File: config.mk
export PLATFORM = sky130hd
export DESIGN_NAME = pcie_axi_wr_split
export DESIGN_NICKNAME = d
export VERILOG_FILES = /design/src/rtl/pcie_axi_wr_split.sv
export SDC_FILE = /design/constraint.sdc
export NUM_CORES = 1
export LEC_CHECK = 0
export ABC_AREA = 0
export ABC_CLOCK_PERIOD_IN_PS = 6940
export CAP_MARGIN = 15
export CORE_AREA = 2 2 303 305
export CTS_BUF_LIST = sky130_fd_sc_hd__clkbuf_4 sky130_fd_sc_hd__clkbuf_8 sky130_fd_sc_hd__clkbuf_16
export DETAILED_ROUTE_END_ITERATION = 10
export DIE_AREA = 0 0 305 307
export HOLD_SLACK_MARGIN = 0.08
export MAX_ROUTING_LAYER = met4
export PLACE_DENSITY_LB_ADDON = 0.12
export RECOVER_POWER = 50
export SYNTH_ARGS = -nofsm -noshare
export SYNTH_HDL_FRONTEND = slang
export SYNTH_SLANG_ARGS = --single-unit
File: constraint.sdc
create_clock -name clk_i -period 6.94 [get_ports clk_i]
set_input_delay 1.735 -clock clk_i [delete_from_list [all_inputs] [get_ports clk_i]]
set_output_delay 1.735 -clock clk_i [all_outputs]
set_load 0.02 [all_outputs]
File: src/rtl/pcie_axi_wr_split.sv
// Splits one upstream AXI write burst at a time into downstream INCR bursts
// that never cross an MPS_BYTES-aligned boundary, then merges the downstream
// write responses into a single upstream response.
module pcie_axi_wr_split #(
    parameter int ID_W      = 6,
    parameter int ADDR_W    = 64,
    parameter int DATA_W    = 256,
    parameter int MPS_BYTES = 128
) (
    input  logic                clk_i,
    input  logic                rst_ni,
    // upstream AW
    input  logic                s_awvalid_i,
    output logic                s_awready_o,
    input  logic [ID_W-1:0]     s_awid_i,
    input  logic [ADDR_W-1:0]   s_awaddr_i,
    input  logic [7:0]          s_awlen_i,
    input  logic [2:0]          s_awsize_i,
    input  logic [1:0]          s_awburst_i,
    // upstream W
    input  logic                s_wvalid_i,
    output logic                s_wready_o,
    input  logic                s_wlast_i,
    input  logic [DATA_W-1:0]   s_wdata_i,
    input  logic [DATA_W/8-1:0] s_wstrb_i,
    // upstream B
    output logic                s_bvalid_o,
    input  logic                s_bready_i,
    output logic [ID_W-1:0]     s_bid_o,
    output logic [1:0]          s_bresp_o,
    // downstream AW
    output logic                m_awvalid_o,
    input  logic                m_awready_i,
    output logic [ID_W-1:0]     m_awid_o,
    output logic [ADDR_W-1:0]   m_awaddr_o,
    output logic [7:0]          m_awlen_o,
    output logic [2:0]          m_awsize_o,
    output logic [1:0]          m_awburst_o,
    // downstream W
    output logic                m_wvalid_o,
    input  logic                m_wready_i,
    output logic                m_wlast_o,
    output logic [DATA_W-1:0]   m_wdata_o,
    output logic [DATA_W/8-1:0] m_wstrb_o,
    // downstream B
    input  logic                m_bvalid_i,
    output logic                m_bready_o,
    input  logic [ID_W-1:0]     m_bid_i,
    input  logic [1:0]          m_bresp_i
);

    localparam int MPS_BEATS = MPS_BYTES / 32;

    typedef enum logic [2:0] {
        IDLE     = 3'd0,
        AW_ISSUE = 3'd1,
        W_XFER   = 3'd2,
        B_WAIT   = 3'd3,
        B_RESP   = 3'd4
    } state_t;

    state_t              state_q, state_d;
    logic [ID_W-1:0]     id_q, id_d;
    logic [ADDR_W-1:0]   addr_q, addr_d;
    logic [8:0]          rem_q, rem_d;
    logic [7:0]          beat_cnt_q, beat_cnt_d;
    logic [6:0]          outst_q, outst_d;
    logic [1:0]          resp_q, resp_d;
    logic                err_q, err_d;

    logic [ADDR_W-1:0]   off_full;
    logic [8:0]          room;
    logic [8:0]          beats;
    logic                last_sub;
    logic                final_beat;
    logic                sub_done;
    logic                b_hs;
    logic                bready_int;
    logic                unused_bid;

    // Response IDs are implied by the single burst in flight.
    assign unused_bid = ^m_bid_i;

    // Beats left before the next MPS boundary bound the current sub-burst.
    always_comb begin
        off_full   = (addr_q >> 5) & ADDR_W'(MPS_BEATS - 1);
        room       = 9'(MPS_BEATS) - off_full[8:0];
        beats      = (rem_q < room) ? rem_q : room;
        last_sub   = ({1'b0, beat_cnt_q} == (beats - 9'd1));
        final_beat = last_sub && (rem_q == beats);
    end

    assign m_awid_o    = id_q;
    assign m_awaddr_o  = addr_q;
    assign m_awlen_o   = 8'(beats - 9'd1);
    assign m_awsize_o  = 3'd5;
    assign m_awburst_o = 2'd1;
    assign m_wdata_o   = s_wdata_i;
    assign m_wstrb_o   = s_wstrb_i;
    assign s_bid_o     = id_q;
    assign s_bresp_o   = (err_q && (resp_q < 2'd2)) ? 2'd2 : resp_q;

    assign bready_int  = (state_q == AW_ISSUE) || (state_q == W_XFER) || (state_q == B_WAIT);
    // A response with nothing outstanding is dropped entirely.
    assign b_hs        = bready_int && m_bvalid_i && (outst_q != 7'd0);

    // Next-state, datapath updates and handshake outputs.
    always_comb begin
        state_d     = state_q;
        id_d        = id_q;
        addr_d      = addr_q;
        rem_d       = rem_q;
        beat_cnt_d  = beat_cnt_q;
        resp_d      = resp_q;
        err_d       = err_q;
        sub_done    = 1'b0;
        s_awready_o = 1'b0;
        s_wready_o  = 1'b0;
        s_bvalid_o  = 1'b0;
        m_awvalid_o = 1'b0;
        m_wvalid_o  = 1'b0;
        m_wlast_o   = 1'b0;
        m_bready_o  = bready_int;

        case (state_q)
            IDLE: begin
                s_awready_o = 1'b1;
                if (s_awvalid_i) begin
                    id_d    = s_awid_i;
                    addr_d  = s_awaddr_i;
                    rem_d   = {1'b0, s_awlen_i} + 9'd1;
                    resp_d  = 2'd0;
                    err_d   = (s_awsize_i != 3'd5) || (s_awburst_i != 2'd1);
                    state_d = AW_ISSUE;
                end
            end
            AW_ISSUE: begin
                m_awvalid_o = 1'b1;
                if (m_awready_i) begin
                    beat_cnt_d = 8'd0;
                    state_d    = W_XFER;
                end
            end
            W_XFER: begin
                m_wvalid_o = s_wvalid_i;
                s_wready_o = m_wready_i;
                m_wlast_o  = last_sub;
                if (s_wvalid_i && m_wready_i) begin
                    if (s_wlast_i != final_beat) begin
                        err_d = 1'b1;
                    end
                    if (last_sub) begin
                        addr_d   = (addr_q + ADDR_W'({beats, 5'b0})) & ~ADDR_W'(31);
                        rem_d    = rem_q - beats;
                        sub_done = 1'b1;
                        state_d  = final_beat ? B_WAIT : AW_ISSUE;
                    end else begin
                        beat_cnt_d = beat_cnt_q + 8'd1;
                    end
                end
            end
            B_WAIT: begin
                if (outst_q == 7'd0) begin
                    state_d = B_RESP;
                end
            end
            B_RESP: begin
                s_bvalid_o = 1'b1;
                if (s_bready_i) begin
                    state_d = IDLE;
                end
            end
            default: state_d = IDLE;
        endcase

        if (b_hs && (m_bresp_i > resp_q)) begin
            resp_d = m_bresp_i;
        end
        // Completion and response in the same cycle cancel out.
        outst_d = outst_q + {6'd0, sub_done} - {6'd0, b_hs};

        // Handshake outputs are held low for the whole time reset is asserted.
        if (!rst_ni) begin
            s_awready_o = 1'b0;
            s_wready_o  = 1'b0;
            s_bvalid_o  = 1'b0;
            m_awvalid_o = 1'b0;
            m_wvalid_o  = 1'b0;
            m_bready_o  = 1'b0;
        end
    end

    // State and datapath registers with synchronous active-low reset.
    always_ff @(posedge clk_i) begin
        if (!rst_ni) begin
            state_q    <= IDLE;
            id_q       <= '0;
            addr_q     <= '0;
            rem_q      <= '0;
            beat_cnt_q <= '0;
            outst_q    <= '0;
            resp_q     <= '0;
            err_q      <= 1'b0;
        end else begin
            state_q    <= state_d;
            id_q       <= id_d;
            addr_q     <= addr_d;
            rem_q      <= rem_d;
            beat_cnt_q <= beat_cnt_d;
            outst_q    <= outst_d;
            resp_q     <= resp_d;
            err_q      <= err_d;
        end
    end

endmodule

=== After elaboration in Yosys (flattened, before gate mapping) ===
Index checks and enable logic that the tools add are counted.

* Bits in registers: 100
* Input port bits: 388
* Logic and storage cells: 102

* Add/subtract/negate cells: 8
* Magnitude comparators: 3
* Eq/ne operators: 17
* Multiplexer cells: 44
* Reduce and logical (&&, ||, !) cells: 22

{| class="wikitable"
|+ Operators with widths
! kind !! count
|-
| two-way mux 64 bit || 3
|-
| one-hot mux 64 bit (2 select lines) || 1
|-
| adder 64 x 14 -> 64 bit || 1
|-
| two-way mux 9 bit || 4
|-
| two-way mux 8 bit || 3
|-
| two-way mux 1 bit || 18
|-
| two-way mux 3 bit || 6
|-
| one-hot mux 9 bit (2 select lines) || 1
|-
| one-hot mux 8 bit (2 select lines) || 1
|-
| one-hot mux 3 bit (5 select lines) || 1
|-
| AND reduction 4 bit || 3
|-
| two-way mux 2 bit || 5
|-
| inequality test 2 bit (second input constant) || 5
|-
| adder 8 x 1 -> 9 bit (second input constant) || 1
|-
| == test 8 x 9 -> 1 bit || 1
|-
| == test 9 bit || 1
|-
| less-than comparator 9 bit || 1
|-
| subtractor 9 x 1 -> 9 bit (second input constant) || 1
|-
| subtractor 9 bit || 1
|-
| adder 8 x 1 -> 8 bit (second input constant) || 1
|-
| inequality test 2 x 1 -> 1 bit (second input constant) || 4
|-
| nonzero test 2 bit || 4
|-
| adder 7 x 1 -> 7 bit || 1
|-
| logical NOT 7 bit || 1
|-
| other kinds (16) || 25
|}

=== Logic depth before layout (Yosys ltp) ===
* Depth in word-level cells: 10
* Gate-level depth with buffers: 29
* Mapped depth without buffers: 28

=== Worst setup path before layout ===
No wires, ideal clock.

* Kind: register to output
* Start point: reg addr_q[5] (netlist: m_awaddr_o[5])
* End point: out m_wlast_o
* Arrival: 3.806 ns
* Setup slack: 1.399 ns
* Cell stages (with the launch flop): 18
* Path through: dfxtp_1 inv_1 ha_1 inv_1 ha_1 or3b_1 o211a_1 nor2_2 buf_4 a21o_1 inv_1 ha_1 nand2b_1 mux2_2 nand4_1 mux2i_1 nand3_1 nor2_1

* Longest elaborated chain between the ends: 6

{| class="wikitable"
|+ Ends and longest elaborated chain
! what !! line !! RTL
|-
| start, declared || 64 || <nowiki>logic [ADDR_W-1:0] addr_q, addr_d;</nowiki>
|-
| start signal, assigned || 207 || <nowiki>addr_q <= addr_d;</nowiki>
|-
| subtractor 3 x 2 -> 4 bit * || 87 || <nowiki>room = 9'(MPS_BEATS) - off_full[8:0];</nowiki>
|-
| less-than comparator 9 bit || 88 || <nowiki>beats = (rem_q < room) ? rem_q : room;</nowiki>
|-
| two-way mux 9 bit * || 88 ||
|-
| subtractor 9 x 1 -> 9 bit * || -- ||
|-
| net m_awlen_o[0] || 36 || <nowiki>output logic [7:0] m_awlen_o,</nowiki>
|-
| == test 8 x 9 -> 1 bit * || 89 || <nowiki>last_sub = ({1'b0, beat_cnt_q} == (beats - 9'd1));</nowiki>
|-
| two-way mux 1 bit * || 125 || <nowiki>case (state_q)</nowiki>
|-
| end, declared || 42 || <nowiki>output logic m_wlast_o,</nowiki>
|}

The timed path passes the listed nets; every way through them passes the cells marked *.

=== Worst setup path after layout ===
* Start point: reg addr_q[6] (netlist: m_awaddr_o[6])
* End point: out m_wlast_o

* Longest elaborated chain between the ends: 6

{| class="wikitable"
|+ Ends and longest elaborated chain
! what !! line
|-
| subtractor 3 x 2 -> 4 bit * || 87
|-
| less-than comparator 9 bit || 88
|-
| two-way mux 9 bit * || 88
|-
| subtractor 9 x 1 -> 9 bit * || --
|-
| == test 8 x 9 -> 1 bit * || 89
|-
| two-way mux 1 bit * || 125
|}

Every way passes the cells marked *; elsewhere a longest branch is shown, timed or not.

==> results.py <==
metrics = {
    "outcome": {
        "status": "finished, violations left",
        "violations": "capacitance limit, slew limit",
    },
    "floorplan": {
        "pin_count": 774,
        "die_x_um": 305,
        "core_um2": 90690,
        "die_h_um": 307,
        "initial_core_util_pct": 10.29,
        "dieArea_um2": 93640,
        "rows": 111,
    },
    "logic_synthesis": {
        "synthAdderAreaFrac_pct": 4.533,
        "synth-edff-count": 0,
        "synthFlopType": "dfxtp_1",
        "synth_mux_area_share_pct": 1.247,
        "synthTopCellsByCount": "301 x buf_4, 111 x a21oi_1, 100 x dfxtp_1",
        "yosysTopAreaCellShare_pct": 24.22,
        "yosys.cell_count.top_type": "buf_4",
        "synth_warnings": 0,
        "synth_xor_area_share_pct": 2.159,
        "synth-simple-area-share_pct": 20.13,
        "syn_area_um2": 9330,
        "avgSynthCellArea_um2": 7.530,
        "synth-compound-area-share_pct": 22.06,
        "synth_area_leader_cell": "buf_4",
        "ys_ff_latch": 100,
        "ys_top_cells_by_area": "buf_4 24%, dfxtp_1 21%, a21oi_1 6.0%",
        "synth_top_family_by_area": "buffers and inverters",
        "yosysUniqueCellTypes": 79,
        "synth-async-reset-ratio_pct": 0,
        "syn_inst": 1239,
        "yosysSeqAreaShare_pct": 21.46,
    },
    "drt": {
        "dr.pass1.iters": 4,
        "drc": 0,
        "drtIter0Drc": 418,
        "drt_wl_total_um": 46020,
        "ant_nets": 0,
        "viasPerCell": 3.664,
        "vias": 8394,
        "wire_per_inst_um": 20.09,
    },
    "clocking": {
        "clock_path_buffers": 2,
        "cts_tree": "yes",
        "insertion_delay_ns": 0.40,
        "cts_setup_buffers": 0,
        "clk_pin_slew_ns": 0.09,
        "cts_resized": 0,
        "cts_root_buffer": "clkbuf_16",
        "cts_made_buffers": 9,
        "cts.sinks": 100,
        "cts_hold_buffers": 0,
        "htree_levels": 3,
    },
    "sta": {
        "finalClockSkew_ns": 0.01630,
        "slew_headroom_pct": -23.80,
        "worst_slew_pin_slew_ns": 1.857,
        "timing.hold.ws_ns": 0.4599,
        "fmax_ghz": 0.1540,
        "hold_violations": 0,
        "rsz0062_at_grt": "no",
        "fin_crit_ns": 6.493,
        "setup_viol": 0,
        "maxSlewViolCount": 28,
        "finalSetupTns_ns": 0,
        "finalCritPeriodShare_pct": 93.55,
    },
    "global_route": {
        "gr-total-overflow": 0,
        "first_global_vias": 8525,
        "grt_max_degree": 64,
        "antenna_found_initial": 5,
        "grt_pass1_wl_um": 64750,
        "grt_usage_pct": 9.801,
    },
    "critical_path": {
        "path_max_fanout": 7,
        "critPathSlowestCell": "clkdlybuf4s50_1",
        "worstPathCellList": "inv_1, ha_1, inv_1, ha_1, or3b_1, o211a_1, nor2_2, a21o_1, inv_1, ha_1, nand2b_1, mux2_2, nand4_1, mux2i_1, nand3_1, nor2_1, clkdlybuf4s50_1",
        "critPathBufInv": 4,
        "crit_family": "simple AND/OR/NAND/NOR gates",
        "worstPathArrival_ns": 4.76,
        "max_stage_delay_ns": 0.64,
        "setup.worst_path.start_class": "flop",
        "cp.required_ns": 5.20,
        "worstSetupEndpointType": "output port",
        "worstSetupPathType": "flop to output port",
    },
    "power": {
        "vdd_drop_max_v": 0.0001150,
        "power_density_nw_per_um2": 213.4,
        "p_leak_nw": 3.687,
    },
    "layout": {
        "fill_cells": 10426,
        "nets": 1518,
        "drive_gt1_share_pct": 5.172,
        "area_growth_pct": 14.50,
    },
    "placed_design": {
        "gp_congestion": 0.7029,
        "io_buffer_count": 186,
        "hpwlAfterDp_um": 33970,
    },
    "min_path": {
        "hp-class": "flop to flop",
    },
    "flow_run": {
        "maxCapViolCount": 1,
    },
}
-- routing by layer --
metal	share of wire (%)	wire (um)	global-route usage, %
met5	0	0	-
met2	46	21260	15.54
met4	3.7	1719	4.317
met1	43	19640	11.36
met3	7.4	3401	3.053
-- cells by family after synthesis --
logic type	after synthesis
buffers and inverters	400
AND/OR/NAND/NOR	370
AO/OA/AOI/OAI	301
flip-flops	100
adder cells (fa/ha/maj)	32
XOR/XNOR	23
multiplexers	11
other	2
-- state kept, by name, summed over array words and instances, names as in the netlist --
signal,cells
rem_q,9
state_q,3
m_awaddr_o,64
err_q,1
m_awid_o,6
outst_q,7
beat_cnt_q,8
resp_q,2
-- through the flow --
stage / power, mW / setup slack [ns] / util [%] / cells / instance area [um^2]
2_1_floorplan: 1.554 / 1.399 / - / 1248 / 9364
5_1_grt: 2.455 / 0.03187 / 11.77 / 2289 / 10680
3_3_place_gp: 1.750 / 0.7919 / 11.46 / 2273 / 10390
6_report: 2.280 / 0.4474 / 11.78 / 2291 / 10680
4_1_cts: 2.370 / 0.3335 / 11.78 / 2288 / 10680
3_5_place_dp: 1.744 / 0.8005 / 11.46 / 2273 / 10390
-- area by class of cell --
type                       count  area, um^2  share of cell area (%)
antenna                        3       7.507                 0.07027
clock buffer                   9       225.2                   2.108
timing repair buffer         208        2031                   19.01
multi-input combinational    748        4752                   44.48
inverter                      31       116.4                   1.089
sequential                   100        2002                   18.74
clock inverter                 6       65.06                  0.6090
tap                         1186        1484                   13.89
-- placed cells by master, fill, tap and decap left out, types with 19 or more instances in the layout --
cell type          n
inv_1             30
ha_1              29
nand2_1           93
dfxtp_1          100
a21oi_1          111
clkdlybuf4s50_1  110
nand3_1           47
o221a_1           23
and3_1            19
dlygate4sd3_1     75
a31oi_1           31
buf_4             20
nor3_1            32
nor2_1            75
-- power by group --
part           internal [mW]  switching (mW)  leakage (nW)
clock network          0.281           0.307         0.142
logic                  0.408           0.567          2.72
registers              0.638          0.0790         0.822
-- worst reg2reg max path, delay by kind of cell (launching register included) --
kind	cells	cell delay, ns
buf+inv	7	0.67
fa+ha+maj	6	1.47
compound gates	6	1.00
flops	1	0.46
mux	2	0.58
simple gates	7	1.40
-- worst paths after layout --
kind / from / endpoint / slack (ns) / cells after the start
worst max register to register: m_awaddr_o[6] / outst_q[6] / 1.27 / 28
worst min register to register: m_awaddr_o[2] / m_awaddr_o[2] / 0.46 / 2
worst max-delay path: m_awaddr_o[6] / m_wlast_o / 0.45 / 17
worst min-delay path: m_awaddr_o[2] / m_awaddr_o[2] / 0.46 / 2
(Power assumes the default switching activity.)
